<file path="config.mk">
export PLATFORM = sky130hd
export DESIGN_NAME = modulo_controle_ataque
export DESIGN_NICKNAME = d
export VERILOG_FILES = /design/src/rtl/modulo_controle_ataque_pkg.sv /design/src/rtl/modulo_controle_ataque_debounce.sv /design/src/rtl/modulo_controle_ataque.sv
export SDC_FILE = /design/constraint.sdc
export NUM_CORES = 1
export LEC_CHECK = 0
export BUFFER_PORTS_ARGS = -buffer_cell sky130_fd_sc_hd__buf_4
export CORE_ASPECT_RATIO = 0.75
export CORE_MARGIN = 8
export CORE_UTILIZATION = 55
export CTS_BUF_LIST = sky130_fd_sc_hd__clkbuf_16
export CTS_CLUSTER_DIAMETER = 150
export DETAILED_ROUTE_END_ITERATION = 6
export MAX_ROUTING_LAYER = met4
export PLACE_DENSITY = 0.8
export SYNTH_ARGS = -nofsm -noshare
export SYNTH_HDL_FRONTEND = slang
export SYNTH_SLANG_ARGS = --single-unit
</file>
<file path="constraint.sdc">
create_clock -name clk -period 2.9 [get_ports clk]
set_clock_uncertainty 0.2 [all_clocks]
set_input_delay 0.145 -clock clk [delete_from_list [all_inputs] [get_ports clk]]
set_output_delay 0.145 -clock clk [all_outputs]
set_load 0.005 [all_outputs]
</file>
<file path="src/rtl/modulo_controle_ataque_pkg.sv">
// Shared definitions for the naval-battle attack controller: board geometry,
// result codes, FSM states and the row/column to bit-index mapping.
package modulo_controle_ataque_pkg;

   localparam int CELLS  = 35;
   localparam int ROWS   = 7;
   localparam int COLS   = 5;
   localparam int ROW_W  = 3;
   localparam int COL_W  = 3;
   localparam int IDX_W  = 6;
   localparam int HIT_W  = 4;
   localparam int SHOT_W = 5;

   localparam logic [1:0] MODE_ATTACK = 2'b10;

   typedef enum logic [1:0] {
      RES_NONE   = 2'd0,
      RES_MISS   = 2'd1,
      RES_HIT    = 2'd2,
      RES_REJECT = 2'd3
   } result_e;

   typedef enum logic [2:0] {
      ST_IDLE,
      ST_PRESS,
      ST_EVAL,
      ST_RELEASE,
      ST_OVER
   } state_e;

   // Cell (r,c) lives at bit 34-(5r+c): row 0, column 0 is the MSB.
   function automatic logic [IDX_W-1:0] cell_idx(input logic [ROW_W-1:0] r,
                                                 input logic [COL_W-1:0] c);
      return IDX_W'(CELLS - 1) - (IDX_W'(r) * IDX_W'(COLS) + IDX_W'(c));
   endfunction

endpackage

</file>
<file path="src/rtl/modulo_controle_ataque_debounce.sv">
// Fire-button conditioner: 2-flop synchronizer plus a stable-sample counter
// that the controller FSM clears and advances; flags press/release stability.
module modulo_debounce #(
   parameter int DEBOUNCE_CYCLES = 50000
) (
   input  logic clk,
   input  logic clr_n,
   input  logic btn,
   input  logic cnt_clr,
   input  logic cnt_en,
   output logic sync,
   output logic press_det,
   output logic release_det
);

   localparam int CW = (DEBOUNCE_CYCLES > 1) ? $clog2(DEBOUNCE_CYCLES) : 1;

   logic          meta;
   logic [CW-1:0] cnt;

   always_ff @(posedge clk or negedge clr_n) begin
      if (!clr_n) begin
         meta <= 1'b0;
         sync <= 1'b0;
         cnt  <= '0;
      end else begin
         meta <= btn;
         sync <= meta;
         if (cnt_clr)
            cnt <= '0;
         else if (cnt_en)
            cnt <= cnt + 1'b1;
      end
   end

   // The IDLE cycle that spots the rising sync is the first high sample, so
   // PRESS only needs DEBOUNCE_CYCLES-1 more; RELEASE counts all of its own.
   assign press_det   = sync && (cnt == CW'(DEBOUNCE_CYCLES - 2));
   assign release_det = !sync && (cnt == CW'(DEBOUNCE_CYCLES - 1));

endmodule

</file>
<file path="src/rtl/modulo_controle_ataque.sv">
// Attack controller: debounced fire button drives one registered shot update
// per press. Optional shot budget enabled by defining ATAQUE_SHOT_LIMIT_EN.
module modulo_controle_ataque
   import modulo_controle_ataque_pkg::*;
#(
   parameter int DEBOUNCE_CYCLES = 50000,
   parameter int HIT_TARGET      = 9,
   parameter int MAX_SHOTS       = 20
) (
   input  logic              clk,
   input  logic              clr_n,
   input  logic              btn_fire,
   input  logic [1:0]        mode,
   input  logic [ROW_W-1:0]  row,
   input  logic [COL_W-1:0]  col,
   input  logic [CELLS-1:0]  ship_map,
   output logic [CELLS-1:0]  attack_map,
   output logic [CELLS-1:0]  hit_map,
   output logic [HIT_W-1:0]  hits,
   output logic [SHOT_W-1:0] shots,
   output logic [1:0]        result,
   output logic              shot_valid,
   output logic              game_over,
   output logic              busy
);

`ifdef ATAQUE_SHOT_LIMIT_EN
   localparam bit SHOT_LIMIT = 1'b1;
`else
   localparam bit SHOT_LIMIT = 1'b0;
`endif

   state_e state, state_n;

   logic sync, press_det, release_det;
   logic cnt_clr, cnt_en;

   modulo_debounce #(
      .DEBOUNCE_CYCLES (DEBOUNCE_CYCLES)
   ) u_debounce (
      .clk         (clk),
      .clr_n       (clr_n),
      .btn         (btn_fire),
      .cnt_clr     (cnt_clr),
      .cnt_en      (cnt_en),
      .sync        (sync),
      .press_det   (press_det),
      .release_det (release_det)
   );

   logic              in_range, accept, is_ship, win, out_of_shots;
   logic [CELLS-1:0]  cell_mask;
   logic [HIT_W-1:0]  hits_inc;
   logic [SHOT_W-1:0] shots_inc;

   // Out-of-range coordinates yield an empty mask, so no bit is ever touched.
   always_comb begin
      in_range  = (row <= ROW_W'(ROWS - 1)) && (col <= COL_W'(COLS - 1));
      cell_mask = in_range ? (CELLS'(1) << cell_idx(row, col)) : '0;
      is_ship   = |(ship_map & cell_mask);
      accept    = (mode == MODE_ATTACK) && in_range && !(|(attack_map & cell_mask));
      hits_inc  = (hits == '1)  ? hits  : hits + 1'b1;
      shots_inc = (shots == '1) ? shots : shots + 1'b1;
      win       = accept && is_ship && (int'(hits_inc) >= HIT_TARGET);
      out_of_shots = SHOT_LIMIT && accept && (int'(shots_inc) >= MAX_SHOTS);
   end

   always_comb begin
      state_n = state;
      cnt_clr = 1'b0;
      cnt_en  = 1'b0;
      case (state)
         ST_IDLE: begin
            cnt_clr = 1'b1;
            if (sync) state_n = ST_PRESS;
         end
         ST_PRESS: begin
            if (!sync)          state_n = ST_IDLE;
            else if (press_det) state_n = ST_EVAL;
            else                cnt_en  = 1'b1;
         end
         ST_EVAL: begin
            cnt_clr = 1'b1;
            state_n = (win || out_of_shots) ? ST_OVER : ST_RELEASE;
         end
         ST_RELEASE: begin
            if (sync)             cnt_clr = 1'b1;
            else if (release_det) state_n = ST_IDLE;
            else                  cnt_en  = 1'b1;
         end
         ST_OVER: state_n = ST_OVER;
         default: state_n = ST_IDLE;
      endcase
   end

   always_ff @(posedge clk or negedge clr_n) begin
      if (!clr_n) begin
         state      <= ST_IDLE;
         attack_map <= '0;
         hit_map    <= '0;
         hits       <= '0;
         shots      <= '0;
         result     <= RES_NONE;
         shot_valid <= 1'b0;
         game_over  <= 1'b0;
         busy       <= 1'b0;
      end else begin
         state      <= state_n;
         shot_valid <= (state == ST_EVAL);
         busy       <= (state_n != ST_IDLE);
         game_over  <= (state_n == ST_OVER);
         if (state == ST_EVAL) begin
            if (accept) begin
               attack_map <= attack_map | cell_mask;
               shots      <= shots_inc;
               if (is_ship) begin
                  hit_map <= hit_map | cell_mask;
                  hits    <= hits_inc;
                  result  <= RES_HIT;
               end else begin
                  result  <= RES_MISS;
               end
            end else begin
               result <= RES_REJECT;
            end
         end
      end
   end

endmodule

</file>
## After elaboration in Yosys (flattened, before gate mapping)

Cells that the tools add are included.

| cells by class | value |
|---|---|
| add/subtract/negate cells | 5 |
| $mul | 1 |
| magnitude comparators | 3 |
| equality and inequality tests | 10 |
| shifts and indexed selects | 1 |
| muxes and demuxes | 20 |
| bitwise gates (word level) | 5 |
| reduce and logical (&&, ||, !) cells | 18 |

Operators by type and width:

| cell | count |
|---|---|
| $and A35 B35 Y35 | 2 |
| $or A35 B35 Y35 | 2 |
| $reduce_or A35 Y1 | 2 |
| $mux W35 | 1 |
| $shl A1 B6 Y35 const A | 1 |
| $eq A16 B16 Y1 const B | 2 |
| $mux W16 | 2 |
| $mux W3 | 6 |
| $add A16 B1 Y16 const B | 1 |
| $pmux W3 S5 | 1 |
| $logic_and A1 B1 Y1 | 7 |
| $add A6 B3 Y6 | 1 |
| $eq A3 B2 Y1 const B | 2 |
| $eq A3 B3 Y1 const B | 2 |
| $le A3 B3 Y1 const B | 2 |
| $mul A3 B3 Y6 const B | 1 |
| $reduce_and A3 Y1 | 2 |
| $sub A6 B6 Y6 const A | 1 |
| $add A5 B1 Y5 const B | 1 |
| $eq A5 B5 Y1 const B | 1 |
| $mux W1 | 5 |
| $add A4 B1 Y4 const B | 1 |
| $eq A4 B4 Y1 const B | 1 |
| $ge A4 B4 Y1 const B | 1 |
| other kinds (12) | 15 |

| word-level totals | value |
|---|---|
| register bits | 105 |
| input port bits | 46 |
| output and inout port bits | 84 |
| logic and storage cells | 75 |

## Longest topological paths before layout

| logic depth | value |
|---|---|
| word-level depth | 14 |
| depth in mapped cells | 19 |
| gate-level depth less buffers | 14 |

## Modules after synthesis

Synthesis repeated with hierarchy kept, for this count alone.

| second synthesis, totals | value |
|---|---|
| cells, all modules | 519 |
| area total of the unflattened synthesis | 5550.3 um2 |

By module, submodules not included:

| module | times used | cells an instance | area each (um2) | seq. area each (um2) |
|---|---|---|---|---|
| modulo_controle_ataque | 1 | 426 | 4589.4 | 2177.1 |
| modulo_debounce | 1 | 93 | 960.9 | 450.4 |

## Worst setup path after synthesis

Ideal clock, no wire load.

| path | value |
|---|---|
| path kind | input to register |
| from | input row[0] |
| to | register hits[1] |
| library setup time | 0.128 ns |
| data arrival time | 3.522 ns |
| required time | 2.572 ns |
| slack | -0.949 ns |
| cell stages on the path | 16 |
| path buffers | 3 |
| path through | ha_1 ha_1 inv_1 ha_1 inv_1 fa_1 buf_2 buf_2 buf_2 nor3_1 a221oi_1 o31ai_1 o31ai_1 o21ai_1 a2111oi_4 mux2_1 |

| between the ends | value |
|---|---|
| longest elaborated chain between the ends | 10 |
| elaborated cells on any way between the ends | 15 |
| those cells by class | add/sub (2); mul (1); order compare (1); shift (1); mux (1); bitwise (2); reduce/logical (7) |

RTL lines:

| what | line | source |
|---|---|---|
| start: declaration | modulo_controle_ataque.sv:14 | `input logic [ROW_W-1:0] row,` |
| $mul A3 B3 Y6 | modulo_controle_ataque_pkg.sv:34 | `return IDX_W'(CELLS - 1) - (IDX_W'(r) * IDX_W'(COLS) + IDX_W'(c));` |
| $add A6 B3 Y6 | modulo_controle_ataque_pkg.sv:34 |  |
| $sub A6 B6 Y6 | modulo_controle_ataque_pkg.sv:34 |  |
| $shl A1 B6 Y35 | modulo_controle_ataque.sv:59 | `cell_mask = in_range ? (CELLS'(1) << cell_idx(row, col)) : '0;` |
| $mux W35 | modulo_controle_ataque.sv:59 |  |
| $and A35 B35 Y35 | modulo_controle_ataque.sv:61 | `accept = (mode == MODE_ATTACK) && in_range && !(\|(attack_map & cell_mask));` |
| $reduce_or A35 Y1 | modulo_controle_ataque.sv:61 |  |
| $logic_not A1 Y1 | modulo_controle_ataque.sv:61 |  |
| $logic_and A1 B1 Y1 | modulo_controle_ataque.sv:61 |  |
| $reduce_and A3 Y1 (no line) (*) | n/a |  |
| end signal: assignment | modulo_controle_ataque.sv:118 | `hits <= hits_inc;` |
| end: declaration | modulo_controle_ataque.sv:19 | `output logic [HIT_W-1:0] hits,` |

Mark *: on every way between the ends. The rest lies on a longest branch, timed or not.
A chain may end at the register's enable or synchronous reset.

## Final worst setup path

| path | value |
|---|---|
| from | input col[2] |
| to | register state[0] |

| between the ends | value |
|---|---|
| longest elaborated chain between the ends | 12 |
| elaborated cells on any way between the ends | 17 |
| those cells by class | add/sub (2); order compare (1); shift (1); mux (3); bitwise (2); reduce/logical (8) |

RTL lines:

| what | line | source |
|---|---|---|
| start: declaration | modulo_controle_ataque.sv:15 | `input logic [COL_W-1:0] col,` |
| $add A6 B3 Y6 | modulo_controle_ataque_pkg.sv:34 |  |
| $sub A6 B6 Y6 | modulo_controle_ataque_pkg.sv:34 |  |
| $shl A1 B6 Y35 | modulo_controle_ataque.sv:59 |  |
| $mux W35 | modulo_controle_ataque.sv:59 |  |
| $and A35 B35 Y35 | modulo_controle_ataque.sv:61 |  |
| $reduce_or A35 Y1 | modulo_controle_ataque.sv:61 |  |
| $logic_not A1 Y1 | modulo_controle_ataque.sv:61 |  |
| $logic_and A1 B1 Y1 | modulo_controle_ataque.sv:61 |  |
| $logic_and A1 B1 Y1 (*) (2 in a row) | modulo_controle_ataque.sv:64 | `win = accept && is_ship && (int'(hits_inc) >= HIT_TARGET);` |
| $mux W3 (*) | modulo_controle_ataque.sv:84 | `state_n = (win \|\| out_of_shots) ? ST_OVER : ST_RELEASE;` |
| $pmux W3 S5 (*) | modulo_controle_ataque.sv:72 | `case (state)` |
| named net state_n[0] | modulo_controle_ataque.sv:33 | `state_e state, state_n;` |
| end signal: assignment | modulo_controle_ataque.sv:108 | `state <= state_n;` |
| end: declaration | modulo_controle_ataque.sv:33 |  |

The timed path passes the listed nets; every way through them passes the cells marked *.

==> flow_metrics.py <==
metrics = {
    "worst_setup_path": {
        "path_class": "in2reg",
        "critPathBufInv": 6,
        "slowest_stage": "fa_1",
        "r2r_setup_slack_ns": 0.21,
        "cp-start-kind": "input pin",
        "crit_fanout": 5,
        "critPathArrivalTime_ns": 3.68,
        "crit_cells": 17,
        "cp_top_family": "adder cells",
        "crit_top_cell": "ha_4",
        "endpoint_kind": "flop",
        "crit_chain": "buf_6 -> ha_4 -> ha_4 -> inv_4 -> ha_4 -> inv_2 -> fa_1 -> buf_12 -> buf_8 -> mux2_4 -> a221oi_4 -> nand4_1 -> a32oi_2 -> buf_4 -> nand4b_1 -> o31ai_2 -> o41ai_1",
        "cpPeakStageDelay_ns": 0.44,
        "r2r-end": "state[0]",
        "reg2reg_from": "attack_map[23]",
        "rr_worst_depth": 8,
        "required_ns": 2.92,
    },
    "yosys": {
        "yosysSeqAreaShare_pct": 45.98,
        "synth_edf_count": 0,
        "postSynthAreaPerCell_sq_um": 10.48,
        "yosys_warnings": 0,
        "yosysTopAreaCell": "dfrtp_1",
        "syn_nets": 607,
        "synth_seq_cells": 105,
        "synth_ff_type": "dfrtp_1",
        "syn-cell-area_sq_um": 5714,
        "synth.top_cell.area_share_pct": 45.98,
        "synth_area_leaders": "dfrtp_1 46%, a21o_1 6.7%, ha_1 3.1%",
        "synth_cells": 545,
        "async_flop_share_pct": 100.0,
        "ys_types": 79,
    },
    "clock_tree": {
        "clk_latency_ns": 0.35,
        "cts_made_buffers": 9,
        "htree_levels": 3,
        "clockRootBuffer": "clkbuf_16",
        "cts_tree": "built",
        "path_clk_slew_ns": 0.07,
        "cts_sinks": 105,
        "cts_buffer_depth": 2,
    },
    "placed_design": {
        "placed_area_sq_um": 7582,
        "routabilityCongestion": 0.9300,
        "dp_cells": 879,
        "dpl.hpwl_mm": 13.99,
        "port_buffers": 129,
    },
    "global_route": {
        "antenna_found_initial": 0,
        "grt_overflow": 0,
        "grt_pass1_vias": 5717,
        "grt_pass1_wl_mm": 31.48,
        "grt_max_degree": 62,
        "track_usage_pct": 28.93,
    },
    "die": {
        "initial_core_util_pct": 55.97,
        "die_h_um": 104.3,
        "core_sq_um": 10210,
        "io_pins": 130,
        "dieArea_sq_um": 13940,
        "rows": 32,
        "die_x_um": 133.7,
    },
    "detailed_routing": {
        "vias": 5547,
        "ant_nets": 0,
        "viasPerCell": 6.042,
        "firstDrtPassIters": 4,
        "routed_wl_mm": 19.76,
        "drc": 0,
        "drt_iter0_markers": 424,
        "wl_per_cell_um": 21.52,
    },
    "timing": {
        "hold_violations": 0,
        "fin_ws_ns": -0.7589,
        "setup_viol": 85,
        "rsz0062_at_grt": "yes",
        "fmax_mhz": 273.3,
        "post-route-period-util_pct": 126.2,
        "worst_pin_slew_ns": 0.8526,
        "slew_violations": 0,
        "period_needed_ns": 3.659,
        "relSlewSlack_pct": 42.56,
    },
    "final_layout": {
        "multi_input_area_sq_um": 3168,
        "diodes": 0,
        "nNetsFinal": 839,
        "ff_latch_area_sq_um": 2628,
        "final_cells": 918,
        "stdcell_area_sq_um": 8479,
        "layout_common_cells": "228 x buf_4, 105 x dfrtp_1, 51 x a21o_1",
        "fillCellCount": 583,
        "drive_gt1_share_pct": 43.22,
        "layout_commonest_cell": "buf_4",
        "syn_to_final_growth_pct": 48.39,
    },
    "worst_hold_path": {
        "min-delay-start": "u_debounce.meta",
        "min_path_cells": 0,
        "min_to": "u_debounce.sync",
        "holdCritPathClass": "reg2reg",
    },
    "pwr": {
        "powerDensity_nw_per_um2": 478.8,
        "p_leak_nw": 4.633,
        "vdd_drop_max_uv": 428.3,
    },
    "status": {
        "outcome": "finished with violations",
        "failed_checks": "setup timing",
    },
    "job": {
        "maxCapViolCount": 0,
    },
}
-- cells in the mapped netlist, types with 4 or more instances --
library cell / number
nor3b_1: 7
clkbuf_1: 16
dfrtp_1: 105
mux2_1: 4
xnor2_1: 11
a41o_1: 17
and2_1: 6
nand2b_1: 10
inv_1: 16
nand2_1: 32
a21o_1: 51
ha_1: 14
xor2_1: 7
a22oi_1: 5
o211ai_1: 5
mux2i_1: 5
nor4bb_1: 5
nand3_1: 16
o31ai_1: 5
or3_1: 4
o21ai_0: 16
a21oi_1: 20
and3b_1: 4
buf_6: 4
nor2b_1: 11
buf_2: 14
nor3_1: 7
nor2_1: 34
and3_1: 11
a31oi_1: 4
nand4_1: 7
nand4b_1: 4
-- sequential cells by signal, indices dropped and copies added (netlist names) --
name,cells
hit_map,35
u_debounce.meta,1
game_over,1
u_debounce.sync,1
attack_map,35
u_debounce.cnt,16
hits,4
shots,5
busy,1
shot_valid,1
state,3
result,2
-- report_power, final --
part	internal [mW]	switching [mW]	leakage, nW	total, mW
Clock	0.695	0.585	0.153	1.28
Sequential	1.47	0.00701	1.44	1.47
Combinational	0.616	0.689	3.04	1.30
Total	2.78	1.28	4.63	4.06
-- through the flow --
step	setup WS [ns]	utilization, %	setup TNS [ns]	hold slack [ns]	total power, mW
4_1_cts	-0.6658	82.11	-47.93	0.1584	4.004
6_report	-0.7589	83.05	-53.92	0.1582	4.060
3_5_place_dp	-1.292	74.26	-93.88	0.05543	2.541
5_1_grt	-0.8727	83.05	-63.75	0.1605	4.198
2_1_floorplan	-0.8750	-	-53.12	-0.3506	2.047
3_3_place_gp	-1.212	74.26	-89.87	0.05561	2.523
-- per-layer routing --
layer  wire length [um]  GRT usage (%)
met5                  0              -
met4                586          9.752
met3               1353          4.681
met2               9258          44.54
met1               8556          38.17
-- worst reg2reg max path, stage by stage, from the launching register on --
cell,delay [ns]
dfrtp_1,0.41
mux2_4,0.29
a221oi_4,0.30
nand4_1,0.17
a32oi_2,0.28
buf_4,0.17
nand4b_1,0.27
o31ai_2,0.35
o41ai_1,0.13
-- logic make-up (layout without fill, tap and decap cells) --
logic type | after synthesis | after routing | synth area share [%]
muxes | 12 | 12 | 2.255
xor gates and xnor gates | 18 | 18 | 2.759
DFF | 105 | 105 | 45.98
and+or+nand+nor | 181 | 181 | 19.12
AOI/OAI and AO/OA | 160 | 160 | 21.35
buffers and inverters | 53 | 290 | 4.774
adders and majority gates | 16 | 16 | 3.766
-- how the worst max path moves through the flow --
stage / slack (ns) / from / endpoint
after floorplan: -0.87 / row[0] / hit_map[25]
after CTS: -0.67 / row[0] / hits[1]
after detailed placement: -1.29 / row[0] / hits[1]
after global placement: -1.21 / row[0] / hits[1]
final: -0.76 / col[2] / state[0]
after global routing: -0.87 / row[0] / state[0]
-- layout make-up --
class | count | share of cell area, %
Clock buffer | 9 | 2.656
Clock inverter | 7 | 1.107
Inverter | 16 | 0.8263
Multi-Input combinational cell | 387 | 37.36
Sequential cell | 105 | 30.99
Tap cell | 136 | 2.007
Timing Repair Buffer | 258 | 25.06
-- repair_timing --
| action | CTS | global route |
|---|---|---|
| gates resized for setup | 66 | 17 |
| setup endpoints to repair | 85 | 85 |
| hold buffers | 4 | 0 |
| gates cloned | 2 | 0 |
| pin swaps | 57 | 15 |
| buffers inserted | 18 | 1 |
| hold endpoints to repair | 63 | 0 |
(Power assumes the default switching activity.)
